File: src/rtl/serial_deser.sv
// serial_deser: collects a framed LSB-first serial stream into DATA_W-bit
// words and presents them on a valid/ready port. Flags a restart mid-frame
// (o_err) and a completed word lost to an unaccepted output (o_ovf).
module serial_deser #(
   parameter int unsigned DATA_W = 4
) (
   input  logic              i_clk,
   input  logic              i_rst_n,
   input  logic              i_sval,
   input  logic              i_sdata,
   input  logic              i_sof,
   input  logic              i_ready,
   output logic [DATA_W-1:0] o_data,
   output logic              o_valid,
   output logic              o_busy,
   output logic              o_err,
   output logic              o_ovf
);

   localparam int unsigned CNT_W = (DATA_W > 2) ? $clog2(DATA_W) : 1;
   localparam logic [CNT_W-1:0] CNT_LAST = CNT_W'(DATA_W - 1);
   localparam logic [CNT_W-1:0] CNT_ONE  = CNT_W'(1);

   localparam logic [0:0] ST_IDLE  = 1'b0;
   localparam logic [0:0] ST_SHIFT = 1'b1;

   logic [0:0]        state;
   logic [CNT_W-1:0]  cnt;
   logic [DATA_W-1:0] sh;

   logic              word_done;
   logic              abort;
   logic              start;
   logic [DATA_W-1:0] word;

   // Decode this cycle's event: frame start, abort by restart, or word completion.
   always_comb begin
      word_done = 1'b0;
      abort     = 1'b0;
      start     = 1'b0;
      word      = sh;
      word[DATA_W-1] = i_sdata;
      if (i_sval) begin
         if (i_sof) begin
            start = 1'b1;
            abort = (state == ST_SHIFT);
         end else if (state == ST_SHIFT && cnt == CNT_LAST) begin
            word_done = 1'b1;
         end
      end
   end

   // Frame state machine, bit counter and shift register.
   always_ff @(posedge i_clk or negedge i_rst_n) begin
      if (!i_rst_n) begin
         state <= ST_IDLE;
         cnt   <= '0;
         sh    <= '0;
      end else if (start) begin
         sh[0] <= i_sdata;
         cnt   <= CNT_ONE;
         state <= ST_SHIFT;
      end else if (word_done) begin
         cnt   <= '0;
         state <= ST_IDLE;
      end else if (i_sval && state == ST_SHIFT) begin
         for (int unsigned i = 1; i < DATA_W - 1; i++) begin
            if (cnt == CNT_W'(i)) begin
               sh[i] <= i_sdata;
            end
         end
         cnt <= cnt + CNT_ONE;
      end
   end

   // Output register, valid/ready handshake and one-cycle error/overrun pulses.
   always_ff @(posedge i_clk or negedge i_rst_n) begin
      if (!i_rst_n) begin
         o_data  <= '0;
         o_valid <= 1'b0;
         o_err   <= 1'b0;
         o_ovf   <= 1'b0;
      end else begin
         o_err <= abort;
         o_ovf <= word_done && o_valid && !i_ready;
         if (word_done && (!o_valid || i_ready)) begin
            o_data  <= word;
            o_valid <= 1'b1;
         end else if (o_valid && i_ready) begin
            o_valid <= 1'b0;
         end
      end
   end

   assign o_busy = (state == ST_SHIFT);

endmodule

File: config.mk
export PLATFORM = sky130hd
export DESIGN_NAME = serial_deser
export DESIGN_NICKNAME = d
export VERILOG_FILES = /design/src/rtl/serial_deser.sv
export SDC_FILE = /design/constraint.sdc
export NUM_CORES = 1
export LEC_CHECK = 0
export BUFFER_PORTS_ARGS = -buffer_cell sky130_fd_sc_hd__buf_2
export CAP_MARGIN = 30
export CORE_AREA = 4 4 46 44
export DETAILED_ROUTE_END_ITERATION = 8
export DIE_AREA = 0 0 50 48
export PLACE_DENSITY = 0.68
export SKIP_LAST_GASP = 1
export SLEW_MARGIN = 20
export SYNTH_ARGS = -nofsm -noshare
export SYNTH_HDL_FRONTEND = slang
export SYNTH_SLANG_ARGS = --single-unit
File: constraint.sdc
create_clock -name i_clk -period 1.7 [get_ports i_clk]
set_clock_uncertainty 0.2 [all_clocks]
set_input_delay 0 -clock i_clk [delete_from_list [all_inputs] [get_ports i_clk]]
set_output_delay 0 -clock i_clk [all_outputs]
set_load 0.01 [all_outputs]
# Word level (Yosys, flattened, before mapping)
# Index checks and enable logic that the tools add are counted.
# Widths: inputs -> output; s select.
# word_totals
mem_count,0
mem_bits_rw,0
latchBits,0
mem_bits_ro,0
ff_bits,13
# op_classes
add_sub_neg,1
n_shift,0
multipliers,0
order_cmp,0
n_reduce_logical,14
n_bitwise,2
eq_ne,3
n_div,0
muxes,14
# ops
operator,count
$mux 1,11
$reduce_and 4->1,2
$logic_and 1x1->1,6
$mux 2,3
$eq 2x2->1 const B,2
$reduce_bool 2->1,2
$reduce_bool 3->1,1
$add 2x1->2 const B,1
$eq 2x1->1 const B,1
$logic_not 1->1,2
$not 1->1,2
$logic_or 1x1->1,1

# Depth between registers and ports, before layout
# depth
depth_word,7
mapped_depth,4
depth_no_buf,4

# Worst setup path after synthesis
# Ideal clock, no wire load.
# synth_path
path_type,flip-flop to flip-flop
startpoint,register cnt[0]
endpoint,register sh[1]
n_path_buf,0
stages_incl_launch_ff,5
path_slack_ns,0.102
arrival_ns,1.271
setup_ns,0.127
required_ns,1.373
path_cell_list,dfrtp_1 -> ha_1 -> and4bb_1 -> nand2_1 -> mux2_1
# synth_via
elab_chain_cells,7
word_cells_on_any_way,8
classes_between,2 x eq/ne; 3 x mux; 1 x bitwise; 2 x reduce/logical
# synth_lines
item,line_no,rtl
start: declaration,28,logic [CNT_W-1:0] cnt;
start signal: assignment,72,cnt <= cnt + CNT_ONE;
$eq 2x2->1,47,end else if (state == ST_SHIFT && cnt == CNT_LAST) begin
$logic_and 1x1->1,47,
$mux 1,47,
$mux 1,44,if (i_sof) begin
$mux 1,43,if (i_sval) begin
$not 1->1 (no line),-,
$reduce_and 4->1 (no line) *,-,
end signal: indexed assignment,69,sh[i] <= i_sdata;
end: declaration,29,logic [DATA_W-1:0] sh;
# Every way passes the cells marked *; elsewhere a longest branch is shown, timed or not.
# A chain may end at the register's enable or synchronous reset.

# Worst setup path in the final report
# layout_path
startpoint,register cnt[1]
endpoint,register sh[2]
# The elaborated chain is that of the path after synthesis.

==> flow_summary.ini <==
[run_status]
outcome = complete, no violations

[sta]
finalHoldViolations = 0
clock.fmax_mhz = 618
finalSetupTns_ns = 0
layout_min_cycle_time_ns = 1.62
setup_viol = 0
timing.final.crit_share_pct = 95.1
slew_violations = 0
maxSlewHeadroom_pct = 60.9
rsz0062_at_grt = false
worstMarginPinSlew_ns = 0.585

[pwr]
power.clock.fraction_pct = 17.7
intPower_mw = 0.716
sw_frac_of_total_pct = 32.0
p_sw_mw = 0.336
vdd_drop_max_uv = 511
finalPower_mw = 1.05
leakage_nw = 0.401
power_frac_comb_pct = 36.9
p_seq_share_pct = 45.5
powerDensity_mw_per_mm2 = 1330

[setup_path]
arrival_ns = 1.57
critPathKind = reg -> reg
startpoint_type = register
crit_path_cell_trace = ha_4 > and4bb_1 > nand2_1 > mux2_1
end_kind = register
startpoint = cnt[1]$_DFFE_PN0P_
cp_max_fo = 4
slowest_delay_ns = 0.43
r2r_start = cnt[1]$_DFFE_PN0P_
required_ns = 1.65
cp_slowest_cell = dfrtp_1

[yosys]
synthFlopType = dfrtp_1
syn-cell-area_um2 = 572
yosys_warnings = 0
ys_seq_area_share_pct = 56.9
syn-num-nets = 54
ys_types = 16
async_flop_share_pct = 100
syn_inst = 45
synth.avg_cell_area_um2 = 12.7
synth-edff-count = 0
ys_seq_elements = 13

[place]
port_buffers = 13
placed_area_um2 = 682
dp_hpwl_um = 760
gp_congestion = 0.692

[routing]
ant_nets = 0
wire_per_inst_um = 10.7
first_pass_iters = 4
viasPerCell = 4.47
vias = 425
drc = 0
wirelength_mm = 1.02
drt_iter0_markers = 6

[global_route]
grt_usage_pct = 10.4
grt_pass1_vias = 393
overflow = 0
antenna_found_initial = 0
grt_max_degree = 14
met3_usage_pct = 2.80
busiest_layer = met2
grt_pass1_wl_mm = 1.73
use_met1_pct = 12.2
use_met2_pct = 15.6

[cts]
cts_buffer_depth = 2
cts-root-buf = clkbuf_4
numCtsBuffers = 3
clock_latency_ns = 0.27
htreeDepth = 1
cts_tree = built
cts.sinks = 13
clkTransAtPathRegs_ns = 0.08

[finish]
design_area_um2 = 788
layout.nets = 81
drive_above_1_share_pct = 36.6
diodes = 0
utilization_pct = 49.5
synthToLayoutAreaGrowth_pct = 37.9

[die]
core_mm2 = 0.00159
die_h_um = 48
initial_core_util_pct = 35.9
die_w_um = 50
dieArea_mm2 = 0.00240
rows = 14
io_pins = 14

[worst_hold_path]
hold_path_class = reg -> reg
min_from = o_data[0]$_DFFE_PN0P_

[job]
cap_violations = 0
-- cell usage after synthesis (2+ instances only) --
library cell | instances | area share (%)
nand2_1 | 10 | 6.6
mux2_1 | 3 | 5.9
mux2_2 | 4 | 7.9
inv_1 | 2 | 1.3
dfrtp_1 | 13 | 57
ha_1 | 3 | 6.6
-- layer usage --
layer  routed length, um  share of wire [%]  up-vias
met5                   0                  0        -
met4                  44                4.3        0
met3                  53                5.2        4
met2                 446                 44       20
met1                 471                 46      190
li1                    -                  -      211
-- flip-flops by register name (all words and copies together), names as in the netlist --
signal,flops
cnt,2
o_busy,1
o_data,4
o_err,1
o_ovf,1
o_valid,1
sh,3
-- cell usage in the layout (no fill, tap or decap), types with 2 or more instances in the layout --
cell type | netlist | routed
ha_1 | 3 | 2
buf_2 | 0 | 13
dfrtp_1 | 13 | 13
clkbuf_4 | 0 | 3
inv_1 | 2 | 2
mux2_2 | 4 | 4
nand2_1 | 10 | 10
buf_4 | 0 | 3
mux2_1 | 3 | 3
dlygate4sd3_1 | 0 | 6
-- worst paths after layout --
path | to | slack [ns] | cells after the start
max in group asynchronous | o_data[1]$_DFFE_PN0P_ | 0.33 | 3
min reg2reg | o_data[0]$_DFFE_PN0P_ | 0.29 | 1
max | sh[2]$_DFFE_PN0P_ | 0.08 | 4
max reg2reg | sh[2]$_DFFE_PN0P_ | 0.08 | 4
min | o_data[0]$_DFFE_PN0P_ | 0.29 | 1
min in group asynchronous | o_valid$_DFFE_PN0P_ | 0.58 | 3
-- critical path, delay by kind of cell, from the launching register on --
family                   cells  cell delay, ns
AND/OR/NAND/NOR              2            0.38
adder cells (fa/ha/maj)      1            0.19
multiplexers                 1            0.31
flip-flops                   1            0.43
-- final cells by class --
class                           count  area, um^2
Fill cell                         145         806
Timing Repair Buffer               22         148
Multi-Input combinational cell     30         251
Sequential cell                    13         325
Inverter                            2        7.51
Tap cell                           24        30.0
Clock buffer                        4        26.3
-- power groups by stage --
stage | Clock [mW] | Sequential [mW] | Combinational (mW)
final | 0.186 | 0.479 | 0.388
after global routing | 0.204 | 0.493 | 0.432
after CTS | 0.190 | 0.471 | 0.368
after detailed placement | 0 | 0.476 | 0.354
after global placement | 0 | 0.473 | 0.352
after floorplan | 0 | 0.510 | 0.177
-- kinds of logic (layout without fill, tap and decap cells) --
| family | Yosys count | in the layout | share of synthesized area (%) |
|---|---|---|---|
| AOI/OAI and AO/OA | 3 | 3 | 3.50 |
| adders and majority gates | 3 | 3 | 6.57 |
| buffers and inverters | 2 | 28 | 1.31 |
| DFF | 13 | 13 | 56.9 |
| muxes | 7 | 7 | 13.8 |
| and+or+nand+nor | 17 | 17 | 17.9 |
-- through the flow --
step	worst slack, ns	hold WS (ns)	std cells
after CTS	0.0285	0.292	94
after global placement	0.0739	-0.302	84
after detailed placement	0.0549	-0.302	84
after global routing	0.0260	0.312	95
final	0.0825	0.287	95
after floorplan	0.102	-0.496	45
-- what timing repair did --
| action | CTS | global route |
|---|---|---|
| endpoints found under the setup margin | 0 | 6 |
| buffers inserted | 0 | 1 |
| endpoints found under the hold margin | 23 | 0 |
| hold buffers | 6 | 0 |
| gates resized for setup | 0 | 2 |
Power figures use the tool's default switching activity.
